$ cat config.mk
export PLATFORM = sky130hd
export DESIGN_NAME = sc_conv_controller
export DESIGN_NICKNAME = d
export VERILOG_FILES = /design/src/rtl/sc_conv_controller.sv
export SDC_FILE = /design/constraint.sdc
export NUM_CORES = 1
export LEC_CHECK = 0
export BUFFER_PORTS_ARGS = -buffer_cell sky130_fd_sc_hd__buf_4
export CAP_MARGIN = 0
export CORE_UTILIZATION = 49
export CTS_CLUSTER_SIZE = 8
export DETAILED_ROUTE_END_ITERATION = 10
export PLACE_DENSITY = 0.81
export SLEW_MARGIN = 10
export SYNTH_ARGS = -nofsm -noshare
export SYNTH_HDL_FRONTEND = slang
export SYNTH_SLANG_ARGS = --single-unit
$ cat constraint.sdc
create_clock -name clock -period 2 [get_ports clock]
set_input_delay 0.4 -clock clock [delete_from_list [all_inputs] [get_ports clock]]
set_output_delay 0.4 -clock clock [all_outputs]
set_load 0.02 [all_outputs]
$ cat src/rtl/sc_conv_controller.sv
`default_nettype none
// ============================================================================
// Module   : sc_conv_controller
// Brief    : Stochastic-computing convolution sequencer; walks the output grid,
//            streams NUM_CH channels per pixel, hands results off via valid/ready.
//            Optional abort path is compiled in with `define CTRL_ABORT_EN.
// Revision : 1.0 - initial release
// ============================================================================
module sc_conv_controller #(
   parameter int IN_WIDTH   = 4,
   parameter int IN_HEIGHT  = 3,
   parameter int STREAM_LEN = 8,
   parameter int NUM_CH     = 2,
   localparam int c_WW = (IN_WIDTH  > 1) ? $clog2(IN_WIDTH)  : 1,
   localparam int c_HW = (IN_HEIGHT > 1) ? $clog2(IN_HEIGHT) : 1,
   localparam int c_CW = (NUM_CH    > 1) ? $clog2(NUM_CH)    : 1
) (
   input  logic            clock,
   input  logic            reset,
   input  logic            start,
   input  logic            input_ready,
   input  logic            output_ready,
   input  logic            abort,
   output logic            input_req,
   output logic            pe_reset,
   output logic            pe_init,
   output logic            pe_enable,
   output logic            sng_enable,
   output logic            partial_sum_reset,
   output logic            partial_sum_enable,
   output logic            output_valid,
   output logic            done,
   output logic            busy,
   output logic [c_WW-1:0] width_index,
   output logic [c_HW-1:0] height_index,
   output logic [c_CW-1:0] ch_index
);

   localparam int c_SW = (STREAM_LEN > 1) ? $clog2(STREAM_LEN) : 1;

   localparam logic [3:0] S_IDLE       = 4'd0;
   localparam logic [3:0] S_CLEAR      = 4'd1;
   localparam logic [3:0] S_WAIT_INPUT = 4'd2;
   localparam logic [3:0] S_INIT       = 4'd3;
   localparam logic [3:0] S_STREAM     = 4'd4;
   localparam logic [3:0] S_ACCUM      = 4'd5;
   localparam logic [3:0] S_OUTPUT     = 4'd6;
   localparam logic [3:0] S_ADVANCE    = 4'd7;
   localparam logic [3:0] S_DONE       = 4'd8;

   localparam logic [c_WW-1:0] c_W_LAST = c_WW'(IN_WIDTH - 1);
   localparam logic [c_HW-1:0] c_H_LAST = c_HW'(IN_HEIGHT - 1);
   localparam logic [c_CW-1:0] c_C_LAST = c_CW'(NUM_CH - 1);
   localparam logic [c_SW-1:0] c_S_LAST = c_SW'(STREAM_LEN - 1);
   localparam logic [c_WW-1:0] c_W_ONE  = c_WW'(1);
   localparam logic [c_HW-1:0] c_H_ONE  = c_HW'(1);
   localparam logic [c_CW-1:0] c_C_ONE  = c_CW'(1);
   localparam logic [c_SW-1:0] c_S_ONE  = c_SW'(1);

   logic [3:0]      r_state;
   logic [3:0]      w_next_state;
   logic [c_WW-1:0] r_width_index;
   logic [c_HW-1:0] r_height_index;
   logic [c_CW-1:0] r_ch_index;
   logic [c_SW-1:0] r_sc_count;

   logic w_last_col;
   logic w_last_row;
   logic w_last_ch;
   logic w_last_bit;

   assign w_last_col = (r_width_index  == c_W_LAST);
   assign w_last_row = (r_height_index == c_H_LAST);
   assign w_last_ch  = (r_ch_index     == c_C_LAST);
   assign w_last_bit = (r_sc_count     == c_S_LAST);

`ifdef CTRL_ABORT_EN
   logic w_abort;
   assign w_abort = abort && (r_state != S_IDLE);
`else
   logic w_unused_abort;
   assign w_unused_abort = abort;
`endif

   always_comb begin
      w_next_state = r_state;
      case (r_state)
         S_IDLE:       if (start)        w_next_state = S_CLEAR;
         S_CLEAR:                        w_next_state = S_WAIT_INPUT;
         S_WAIT_INPUT: if (input_ready)  w_next_state = S_INIT;
         S_INIT:                         w_next_state = S_STREAM;
         S_STREAM:     if (w_last_bit)   w_next_state = S_ACCUM;
         S_ACCUM:      w_next_state = w_last_ch ? S_OUTPUT : S_WAIT_INPUT;
         S_OUTPUT:     if (output_ready) w_next_state = S_ADVANCE;
         S_ADVANCE:    w_next_state = (w_last_col && w_last_row) ? S_DONE : S_WAIT_INPUT;
         S_DONE:                         w_next_state = S_IDLE;
         default:                        w_next_state = S_IDLE;
      endcase
`ifdef CTRL_ABORT_EN
      if (w_abort) w_next_state = S_IDLE;
`endif
   end

   always_ff @(posedge clock or posedge reset) begin
      if (reset) begin
         r_state        <= S_IDLE;
         r_width_index  <= '0;
         r_height_index <= '0;
         r_ch_index     <= '0;
         r_sc_count     <= '0;
      end
`ifdef CTRL_ABORT_EN
      else if (w_abort) begin
         r_state        <= S_IDLE;
         r_width_index  <= '0;
         r_height_index <= '0;
         r_ch_index     <= '0;
         r_sc_count     <= '0;
      end
`endif
      else begin
         r_state <= w_next_state;
         case (r_state)
            S_CLEAR: begin
               r_width_index  <= '0;
               r_height_index <= '0;
               r_ch_index     <= '0;
               r_sc_count     <= '0;
            end
            S_INIT: r_sc_count <= '0;
            // Hold at the last count so a power-of-two length never wraps.
            S_STREAM: if (!w_last_bit) r_sc_count <= r_sc_count + c_S_ONE;
            S_ACCUM: r_ch_index <= w_last_ch ? '0 : r_ch_index + c_C_ONE;
            S_ADVANCE: begin
               if (w_last_col) begin
                  if (!w_last_row) begin
                     r_width_index  <= '0;
                     r_height_index <= r_height_index + c_H_ONE;
                  end
               end else begin
                  r_width_index <= r_width_index + c_W_ONE;
               end
            end
            default: ;
         endcase
      end
   end

   always_comb begin
      input_req          = 1'b0;
      pe_reset           = 1'b0;
      pe_init            = 1'b0;
      pe_enable          = 1'b0;
      sng_enable         = 1'b0;
      partial_sum_reset  = 1'b0;
      partial_sum_enable = 1'b0;
      output_valid       = 1'b0;
      done               = 1'b0;
      case (r_state)
         S_CLEAR: begin
            pe_reset          = 1'b1;
            partial_sum_reset = 1'b1;
         end
         S_WAIT_INPUT: input_req = 1'b1;
         S_INIT:       pe_init   = 1'b1;
         S_STREAM: begin
            pe_enable  = 1'b1;
            sng_enable = 1'b1;
         end
         S_ACCUM:   partial_sum_enable = 1'b1;
         S_OUTPUT:  output_valid       = 1'b1;
         S_ADVANCE: partial_sum_reset  = 1'b1;
         S_DONE:    done               = 1'b1;
         default: ;
      endcase
   end

   assign busy         = (r_state != S_IDLE);
   assign width_index  = r_width_index;
   assign height_index = r_height_index;
   assign ch_index     = r_ch_index;

endmodule
`default_nettype wire
### After elaboration in Yosys (flattened, before gate mapping)

Cells that the tools add are included.

| word-level totals | value |
|---|---|
| output and inout port bits | 15 |
| input port bits | 6 |
| word-level logic and storage cells | 65 |
| flip-flop bits (word level) | 12 |

| operators by class | value |
|---|---|
| reductions and logical operators | 12 |
| equality and inequality tests | 19 |
| mux-type cells | 25 |
| add/subtract/negate cells | 4 |

Operators by type and width:

| kind | number |
|---|---|
| 4-bit case mux with 8 select lines | 1 |
| 4-bit 2-to-1 mux | 5 |
| 4-bit by 3-bit == test with 1-bit output, second input constant | 4 |
| 2-bit != test, second input constant | 7 |
| 1-bit 2-to-1 mux | 9 |
| 4-bit by 2-bit == test with 1-bit output, second input constant | 2 |
| 2-bit 2-to-1 mux | 4 |
| 2-bit case mux with 2 select lines | 2 |
| 3-bit 2-to-1 mux | 2 |
| 3-bit case mux with 2 select lines | 1 |
| 2-bit nonzero test | 3 |
| 2-bit by 1-bit adder with 2-bit output, second input constant | 2 |
| 2-bit == test, second input constant | 2 |
| 4-bit by 1-bit == test with 1-bit output, second input constant | 1 |
| 4-bit == test, second input constant | 1 |
| 4-bit zero test | 1 |
| 2-bit AND reduction | 2 |
| 4-bit AND reduction | 1 |
| 4-bit nonzero test | 1 |
| 2-bit OR reduction | 2 |
| 3-bit by 1-bit adder with 3-bit output, second input constant | 1 |
| 3-bit == test, second input constant | 1 |
| 3-bit != test, second input constant | 1 |
| 3-bit AND reduction | 1 |
| other kinds (3) | 3 |

### Depth between registers and ports, before layout

| logic depth | value |
|---|---|
| word-level depth | 4 |
| mapped depth | 5 |

### Worst setup path after synthesis

OpenSTA, ideal clock, no wires.

| timing | value |
|---|---|
| kind | register -> output |
| start | reg r_state[0] |
| end | out sng_enable |
| setup slack | 0.183 ns |
| stages on the path, launching flop included | 4 |
| required time | 1.600 ns |
| arrival | 1.417 ns |
| cells stage by stage | dfrtp_1 -> clkbuf_1 -> nor3_1 -> buf_4 |

| between the ends | value |
|---|---|
| word-level cells in the longest chain between the ends | 2 |

Ends and longest elaborated chain:

| item | RTL line | RTL |
|---|---|---|
| from (decl) | 60 | `logic [3:0] r_state;` |
| from (signal assigned) | 122 | `r_state <= w_next_state;` |
| 4-bit by 3-bit == test with 1-bit output | - |  |
| 1-bit 2-to-1 mux | - |  |
| to (decl) | 28 | `output logic sng_enable,` |

Every way passes these cells.

### Worst setup path after layout

| timing | value |
|---|---|
| start | reg r_state[3] |
| end | out pe_reset |

| between the ends | value |
|---|---|
| word-level cells in the longest chain between the ends | 2 |

Ends and longest elaborated chain:

| item | RTL line | RTL |
|---|---|---|
| 4-bit by 1-bit == test with 1-bit output | 159 | `case (r_state)` |
| 1-bit 2-to-1 mux | 159 |  |
| to (decl) | 25 | `output logic pe_reset,` |

Every way passes these cells.

==> reports/results.ini <==
[outcome]
status=complete, no violations

[grt]
grt_pass1_wl_mm=1.97
grt_max_degree=15
grt_pass1_vias=488
track_usage=0.193
antenna_found_initial=0
grt-ovfl-total=0

[layout]
fin_cells=110
nFillCells=113
seq_area_sq_um=300
final_cell_mix=24 x buf_4, 12 x dfrtp_1, 9 x nand2_1
antenna_cells=0
multi_input_area_sq_um=370
area.growth.synth_to_final_pct=27.0
nets=107
layout_commonest_cell=buf_4
drive_above_1_share=0.347

[drt]
dr.first_iter.drc_count=2
wl_per_cell_microns=12.2
vias=597
via_per_inst=5.43
drtAntennaViolNets=0
route.detailed.drc=0
drt_pre_antenna_iters=4
drt_wl_total_mm=1.34

[clock_network]
cts_tree=done
cts_buffers=3
clkTransAtPathRegs_ps=70
cts_max_level=1
hold_buffers=0
cts_root_buf=clkbuf_4
clock_latency_ps=270
clockBufferDepth=2
numClockSinks=12

[timing]
rsz0062_at_grt=no
slew_headroom=0.699
setup_viol=0
period_share=0.934
period_minus_slack_ps=1870
finalMaxSlewViolations=0
fin_skew_ps=2.68
tns_ps=0
clock.fmax_mhz=536
finalHoldViolCount=0
finalWorstSetupSlack_ps=133
tightestPinTransition_ps=451

[floorplanning]
row_count=13
io_pins=21
core_region_area_sq_um=1330
fp.dieH_microns=40.2
initial_core_util=0.536
die_area_sq_um=1610
die_x_microns=40.2

[worst_setup_path]
critPathArrivalTime_ps=1470
critPathRequiredTime_ps=1600
r2r-end=height_index[1]$_DFFE_PP0P_
r2r_setup_slack_ps=360
startpoint=r_state[3]$_DFFE_PP0P_
cp-endpoint=pe_reset
r2r-start=r_state[3]$_DFFE_PP0P_
critPathLaunchType=flip-flop
reg2reg_depth=4
crit_type=reg2out
cp-end-kind=output port
crit_fanout=6

[power]
peakVddDrop_mv=0.647
p_leak_nw=0.457
pwr_density_cell_nw_per_um2=1430

[placed_design]
pre_cts_slack_ps=361
place.gp.congestion=0.779
io_buffer_count=19
dp.final_hpwl_microns=988
dp.cells=107

[yosys]
synthesis.area_sq_um=714
synth_xor_area_frac=0
yosysTopAreaCell=dfrtp_1
mappedNetlistNets=84
synth-adder-area-share=0.0701
yosys.area.top_type_share=0.420
ys_seq_elements=12
syn_avg_cell_area_sq_um=9.65
synth_top_family_by_area=simple AND/OR/NAND/NOR gates
synthDistinctLibCells=28
synthesis.instances=74
synth_area_leaders=dfrtp_1 42%, ha_1 7.0%, mux2i_1 5.6%, nand2_1 4.7%, nand2b_1 3.5%
synth-seq-area-share=0.420
synth_compound_area_frac=0.133
synthMuxAreaShare=0.0876
synth-simple-area-share=0.222
yosysWarnings=0

[min_path]
hold_class=in2async

[flow_run]
cap_violations=0

-- worst max-delay path, stage by stage, from the launching register on --
cell and delay (ps):
dfrtp_1 380, or4b_4 580, inv_1 100, buf_4 140
-- cells by family (layout without fill, tap and decap cells) --
group	Yosys count	in the layout
simple gates	30	30
compound gates	12	12
flops	12	12
buf+inv	10	31
mux	6	6
fa+ha+maj	4	4
-- cells in the mapped netlist --
| master | instances |
|---|---|
| a2111oi_0 | 1 |
| a211oi_1 | 1 |
| a21bo_2 | 1 |
| a21boi_0 | 2 |
| a21oi_1 | 3 |
| a311oi_1 | 1 |
| buf_2 | 2 |
| buf_4 | 2 |
| clkbuf_1 | 2 |
| dfrtp_1 | 12 |
| ha_1 | 4 |
| inv_1 | 4 |
| mux2_2 | 2 |
| mux2i_1 | 4 |
| nand2_1 | 9 |
| nand2b_1 | 4 |
| nand4b_1 | 1 |
| nor2_1 | 6 |
| nor2b_1 | 1 |
| nor3_1 | 4 |
| nor3b_1 | 1 |
| nor4_1 | 1 |
| nor4b_1 | 1 |
| o21ai_0 | 1 |
| o32ai_1 | 1 |
| o32ai_2 | 1 |
| or4b_1 | 1 |
| or4b_2 | 1 |
-- timing repair --
| action | in CTS | in global routing |
|---|---|---|
| setup buffers | 0 | 0 |
| gates resized for setup | 0 | 1 |
| setup endpoints to repair | 0 | 2 |
-- cell type report --
cell class                      instances  share of cell area
Clock buffer                            3              0.0248
Multi-Input combinational cell         52               0.408
Inverter                                4              0.0166
Timing Repair Buffer                   24               0.199
Tap cell                               15              0.0207
Sequential cell                        12               0.331
-- through the flow --
stage	power, W	util	area [sq um]	hold WS, ps
after floorplan	0.000901	-	714	265
after global placement	0.00114	0.660	881	434
after detailed placement	0.00116	0.660	881	432
after CTS	0.00131	0.677	903	136
after global routing	0.00141	0.680	907	171
final	0.00130	0.680	907	133
-- power by group --
group          internal (W)  leakage, nW  switching, W
clock network     0.0000697       0.0138     0.0000720
registers          0.000331        0.154     0.0000600
logic              0.000339        0.289      0.000429
-- flip-flops by register name, indices dropped and copies added, names as in the netlist --
signal	flops
r_state	4
height_index	2
width_index	2
ch_index	1
r_sc_count	3
-- worst min path at each step --
stage / from / to / slack, ps / cells past startpoint
after floorplan: reset / ch_index$_DFFE_PP0P_ / 260 / 1
after global placement: reset / height_index[0]$_DFFE_PP0P_ / 430 / 2
after detailed placement: reset / height_index[0]$_DFFE_PP0P_ / 430 / 2
after CTS: reset / width_index[1]$_DFFE_PP0P_ / 140 / 2
after global routing: reset / r_state[3]$_DFFE_PP0P_ / 170 / 2
final: reset / r_state[3]$_DFFE_PP0P_ / 130 / 2
-- metal layers --
metal | GRT usage | wire (microns)
met3 | 0.100 | 66
met1 | 0.214 | 576
met4 | 0.0500 | 23
met2 | 0.323 | 676
met5 | 0 | 0
No activity file was read; power rests on OpenSTA's default activity.
